[src/rtl/gb_timer_pkg.sv]
// Shared definitions for the DIV/TIMA/TMA/TAC timer block: register map,
// clock-select table and sequencer state encoding.
package gb_timer_pkg;

    localparam int unsigned ADR_W   = 16;
    localparam int unsigned DATA_W  = 8;
    localparam int unsigned CNT_W   = 16;
    localparam int unsigned TAC_W   = 3;
    localparam int unsigned OVF_W   = 2;
    localparam int unsigned BITSEL_W = 4;

    localparam logic [1:0] OFF_DIV  = 2'd0;
    localparam logic [1:0] OFF_TIMA = 2'd1;
    localparam logic [1:0] OFF_TMA  = 2'd2;
    localparam logic [1:0] OFF_TAC  = 2'd3;

    // OVF lasts this many cycles plus one before the reload cycle
    localparam logic [OVF_W-1:0] OVF_LAST = 2'd3;

    typedef enum logic [1:0] {
        ST_IDLE   = 2'd0,
        ST_OVF    = 2'd1,
        ST_RELOAD = 2'd2
    } state_t;

    // Counter bit whose falling edge clocks TIMA for each TAC clock select
    function automatic logic [BITSEL_W-1:0] tac_bit_sel(input logic [1:0] clk_sel);
        logic [BITSEL_W-1:0] bit_idx;
        case (clk_sel)
            2'b00:   bit_idx = BITSEL_W'(9);
            2'b01:   bit_idx = BITSEL_W'(3);
            2'b10:   bit_idx = BITSEL_W'(5);
            default: bit_idx = BITSEL_W'(7);
        endcase
        return bit_idx;
    endfunction

endpackage

[src/rtl/gb_timer_prescaler.sv]
// Free-running 16-bit divider with TAC-selected tap and falling-edge tick;
// clearing the counter or changing TAC can itself produce a tick.
module gb_timer_prescaler
    import gb_timer_pkg::*;
(
    input  logic              clk,
    input  logic              reset,
    input  logic              div_clr,
    input  logic [TAC_W-1:0]  tac,
    output logic [DATA_W-1:0] div,
    output logic              tick_c
);

    logic [CNT_W-1:0] cnt;
    logic             tick_sel_c;
    logic             tick_sel_d;

    always_comb begin
        tick_sel_c = cnt[tac_bit_sel(tac[1:0])] & tac[2];
    end

    always_ff @(posedge clk) begin
        if (reset) begin
            cnt        <= '0;
            tick_sel_d <= 1'b0;
        end else begin
            cnt        <= div_clr ? '0 : cnt + CNT_W'(1);
            tick_sel_d <= tick_sel_c;
        end
    end

    assign tick_c = tick_sel_d & ~tick_sel_c;
    assign div    = cnt[CNT_W-1 -: DATA_W];

endmodule

[src/rtl/gb_timer.sv]
// Timer register block: DIV, TIMA, TMA, TAC with the delayed TMA reload and
// one-cycle interrupt pulse after a TIMA overflow.
module gb_timer
    import gb_timer_pkg::*;
#(
    parameter logic [ADR_W-1:0] BASE = 16'hFF04
) (
    input  logic              clk,
    input  logic              reset,
    input  logic [ADR_W-1:0]  adr,
    input  logic [DATA_W-1:0] din,
    input  logic              read,
    input  logic              write,
    output logic [DATA_W-1:0] dout,
    output logic              dsel,
    output logic              irq
);

    logic              hit_c;
    logic [1:0]        off_c;
    logic              wr_c;
    logic              div_wr_c, tima_wr_c, tma_wr_c, tac_wr_c;
    logic              tick_c;
    logic [DATA_W-1:0] div_c;

    logic [DATA_W-1:0] tima, tima_n;
    logic [DATA_W-1:0] tma,  tma_n;
    logic [TAC_W-1:0]  tac,  tac_n;
    logic [OVF_W-1:0]  ovf_cnt, ovf_cnt_n;
    logic              irq_n;
    state_t            state, state_n;

    assign hit_c     = (adr[ADR_W-1:2] == BASE[ADR_W-1:2]);
    assign off_c     = adr[1:0];
    assign wr_c      = write & hit_c;
    assign div_wr_c  = wr_c & (off_c == OFF_DIV);
    assign tima_wr_c = wr_c & (off_c == OFF_TIMA);
    assign tma_wr_c  = wr_c & (off_c == OFF_TMA);
    assign tac_wr_c  = wr_c & (off_c == OFF_TAC);

    gb_timer_prescaler u_prescaler (
        .clk     (clk),
        .reset   (reset),
        .div_clr (div_wr_c),
        .tac     (tac),
        .div     (div_c),
        .tick_c  (tick_c)
    );

    // Combinational read port
    always_comb begin
        dsel = read & hit_c & ~reset;
        dout = '0;
        if (dsel) begin
            case (off_c)
                OFF_DIV:  dout = div_c;
                OFF_TIMA: dout = tima;
                OFF_TMA:  dout = tma;
                default:  dout = {5'b11111, tac};
            endcase
        end
    end

    always_ff @(posedge clk) begin
        if (reset) begin
            state   <= ST_IDLE;
            ovf_cnt <= '0;
            tima    <= '0;
            tma     <= '0;
            tac     <= '0;
            irq     <= 1'b0;
        end else begin
            state   <= state_n;
            ovf_cnt <= ovf_cnt_n;
            tima    <= tima_n;
            tma     <= tma_n;
            tac     <= tac_n;
            irq     <= irq_n;
        end
    end

    // Overflow/reload sequencer; CPU writes to TIMA take priority over ticks
    always_comb begin
        state_n   = state;
        ovf_cnt_n = ovf_cnt;
        tima_n    = tima;
        tma_n     = tma_wr_c ? din : tma;
        tac_n     = tac_wr_c ? din[TAC_W-1:0] : tac;

        case (state)
            ST_IDLE: begin
                if (tima_wr_c) begin
                    tima_n = din;
                end else if (tick_c) begin
                    tima_n = tima + DATA_W'(1);
                    if (tima == '1) begin
                        state_n   = ST_OVF;
                        ovf_cnt_n = OVF_LAST;
                    end
                end
            end
            ST_OVF: begin
                if (tima_wr_c) begin
                    tima_n  = din;
                    state_n = ST_IDLE;
                end else if (ovf_cnt == '0) begin
                    tima_n  = tma_n;
                    state_n = ST_RELOAD;
                end else begin
                    ovf_cnt_n = ovf_cnt - OVF_W'(1);
                    if (tick_c) begin
                        tima_n = tima + DATA_W'(1);
                    end
                end
            end
            ST_RELOAD: begin
                // TIMA writes are dropped here; a TMA write lands in TIMA too
                tima_n  = tma_n;
                state_n = ST_IDLE;
            end
            default: begin
                state_n = ST_IDLE;
            end
        endcase

        irq_n = (state_n == ST_RELOAD);
    end

endmodule

[config.mk]
export PLATFORM = sky130hd
export DESIGN_NAME = gb_timer
export DESIGN_NICKNAME = d
export VERILOG_FILES = /design/src/rtl/gb_timer_pkg.sv /design/src/rtl/gb_timer_prescaler.sv /design/src/rtl/gb_timer.sv
export SDC_FILE = /design/constraint.sdc
export NUM_CORES = 1
export LEC_CHECK = 0
export CAP_MARGIN = 30
export CORE_MARGIN = 2
export CORE_UTILIZATION = 58
export CTS_CLUSTER_SIZE = 14
export DETAILED_ROUTE_END_ITERATION = 7
export PLACE_DENSITY = 0.92
export SETUP_SLACK_MARGIN = 0.5
export SYNTH_ARGS = -nofsm -noshare
export SYNTH_HDL_FRONTEND = slang
export SYNTH_HIERARCHICAL = 1
export SYNTH_SLANG_ARGS = --single-unit
[constraint.sdc]
create_clock -name clk -period 7.14 [get_ports clk]
set_input_delay 1.071 -clock clk [delete_from_list [all_inputs] [get_ports clk]]
set_output_delay 1.071 -clock clk [all_outputs]
set_load 0.05 [all_outputs]
==> results by group <==
Synthesis
  – Top-count cell post-synth: dfxtp_1
  – Top cell type by total area after synthesis: dfxtp_1
  – Syn Inst Count: 285
  – Post-Syn Area: 2560 sq um
  – Synth top cells by count: 41 x dfxtp_1, 26 x nor2_1, 15 x inv_1
  – Total nets after synthesis: 320
  – Flops & latches, synth: 41
  – Asr flop ratio synth: 0%
  – Mean post-synth cell area: 8.97 sq um
  – Distinct cells, synth: 56
  – Number of synthesized flops with an enable pin: 0
  – Ys flop type: dfxtp_1
  – Syn. warnings: 6
  – Top cell type's share of synthesized area: 32.1%
  – Seq/Total Area, Yosys: 32.1%
  – Dominant cells by area after synthesis: dfxtp_1 32%, a221oi_2 4.1%, nor2_1 3.8%

STA
  – Slew @ Worst Pin: 1050 ps
  – # setup viols final: 0
  – Slew Limit Fails: 0
  – Final-report hold violation count: 0
  – Final Cycle Share: 68.0%
  – Final worst setup slack: 2290 ps
  – Max frequency: 0.206 GHz
  – Rel. slew slack: 29.5%
  – Setup TNS: 0 ps
  – RSZ-0062 raised after global routing: no
  – Clock skew: 6.72 ps
  – Min Tclk post-route: 4850 ps

CTS
  – Max clock buf depth: 2
  – # hold bufs at CTS: 0
  – CTS buffer count: 5
  – Root buffer selected by CTS: clkbuf_8
  – Post_cts resized: 0
  – Clock sinks: 41
  – CTS tree: done
  – Post-CTS setup buffer count: 0
  – Clock latency on the worst-skew pair: 300 ps
  – CTS H-tree depth: 2
  – Clock Pin Slew Worst Setup and Hold Paths: 80 ps

Final layout
  – Share of post-route cells with drive strength above 1: 14.0%
  – Layout area overhead: 15.8%
  – Final instance area: 2960 sq um
  – Fillers: 321
  – Fin util: 69.0%
  – Ant diodes: 0
  – Multi-input logic area: 1560 sq um
  – Seq. cell area: 821 sq um
  – Final nets: 342

Worst hold path
  – HP Start: u_prescaler/cnt[0]
  – Hold Crit Class: reg -> reg
  – Hold Path Stages: 1
  – Hold path endpoint: u_prescaler/cnt[0]

Power and ir drop
  – Combinational power share: 8.0%
  – Lkg Pwr: 1.03 nW
  – Power Internal: 0.316 mW
  – Maximum VDD drop: 0.0681 mV
  – P per Cell Area: 141 nW/um^2
  – Sw frac: 24.3%
  – P_sw: 0.102 mW
  – Reg power frac: 55.4%
  – Total power: 0.418 mW
  – Clock power frac: 36.6%

Global route
  – Vias in the first global route: 2191
  – Global-route wire length before repair: 9.93 mm
  – Gr ovfl total: 0
  – Tot GR Track Use: 24.9%
  – Largest net degree at the start of global routing: 28
  – Initial antenna violation count: 0

Critical path
  – R2r setup slk: 4440 ps
  – Crit path DAT: 3780 ps
  – Reg-to-reg endpoint: ovf_cnt[1]
  – Startpoint types: primary input
  – Crit-path max FO: 9
  – Worst r2r path cells: 8
  – CP endpoint kind: primary output
  – Critical Setup Path Class: in -> out
  – WP data required: 6070 ps
  – Reg2reg start: tac[1]

Die
  – I/O pin count: 38
  – DIE AREA: 4960 sq um
  – Initial core utilization: 59.6%
  – Core Region: 4290 sq um
  – DIE HEIGHT: 70.4 microns
  – Die W: 70.4 microns
  – Rows: 24

Detailed routing
  – Routed Antenna Nets: 0
  – Residual DRC: 0
  – Vias: 2323
  – Pre-antenna DRT Iters: 5
  – Drt total wl: 6.10 mm
  – DR iter-0 viols: 254
  – Vias per inst: 6.45
  – Drt wl/cell: 17.0 microns

Placement
  – DP HPWL: 4.20 mm
  – DP Area: 2880 sq um
  – Place WS: 2280 ps
  – RD Place Congestion: 0.814
  – Number of port buffers: 37

Outcome
  – Status: complete, no violations

Flow run
  – Max Cap Viol: 0
layout make-up:
type | count | share of cell area (%)
inverters | 15 | 1.90
flip-flops and latches | 41 | 27.7
clock inverters | 3 | 0.591
repair buffers | 38 | 12.8
well taps | 52 | 2.20
clock buffers | 5 | 2.32
multi-input cells | 206 | 52.5
per-layer routing:
metal	vias to the layer above	track usage [%]	routed length, microns
met3	21	5.92	425
met1	1097	31.7	2540
met4	0	12.4	189
met5	-	0	0
met2	117	39.2	2940
li1	1088	-	-
cell usage in the layout, fill, tap and decap left out, types with 9 or more instances in the layout:
master and count:
a21oi_1 9, and3_1 9, clkdlybuf4s50_1 37, dfxtp_1 41, inv_1 15, nand2_1 13, nand3_1 10, nand4_1 9
nor2_1 26, o22ai_1 9, xnor2_1 9, xor2_1 9
power groups by stage:
| stage | Clock (mW) | Sequential, mW | Combinational [mW] |
|---|---|---|---|
| detailed placement | 0 | 0.237 | 0.0330 |
| floorplan | 0 | 0.236 | 0.0139 |
| global route | 0.163 | 0.232 | 0.0361 |
| CTS | 0.154 | 0.231 | 0.0335 |
| global placement | 0 | 0.237 | 0.0325 |
| finish | 0.153 | 0.231 | 0.0335 |
worst max path at each step:
stage	start	endpoint	slack, ps	cells past startpoint
finish	adr[3]	dout[4]	2290	5
global route	adr[3]	dout[4]	2190	5
floorplan	adr[3]	dout[0]	3040	4
global placement	adr[3]	dout[1]	2350	5
CTS	adr[3]	dout[4]	2280	5
detailed placement	adr[3]	dout[4]	2280	5
cells by family after synthesis:
group / Yosys count / share of synthesized area (%)
AO/OA/AOI/OAI: 66 / 20.7
XOR/XNOR: 18 / 6.16
adder cells (fa/ha/maj): 7 / 3.42
buffers and inverters: 38 / 7.09
flip-flops: 41 / 32.1
multiplexers: 12 / 6.90
AND/OR/NAND/NOR: 103 / 23.6
flip-flops by register name, summed over array words and instances, names as in the netlist:
name	cells
tac	3
irq	1
tima	8
u_prescaler/cnt	16
state	2
ovf_cnt	2
u_prescaler/tick_sel_d	1
tma	8
metrics by stage:
stage / cells / hold slack (ps)
3_3_place_gp: 352 / 444
4_1_cts: 360 / 477
5_1_grt: 360 / 495
2_1_floorplan: 285 / 430
3_5_place_dp: 352 / 454
6_report: 360 / 472
worst max-delay path: stages:
cell	delay (ps)
clkdlybuf4s50_1	400
or4b_4	560
or4_1	730
nor2_1	200
clkdlybuf4s50_1	820
Power figures use the tool's default switching activity.
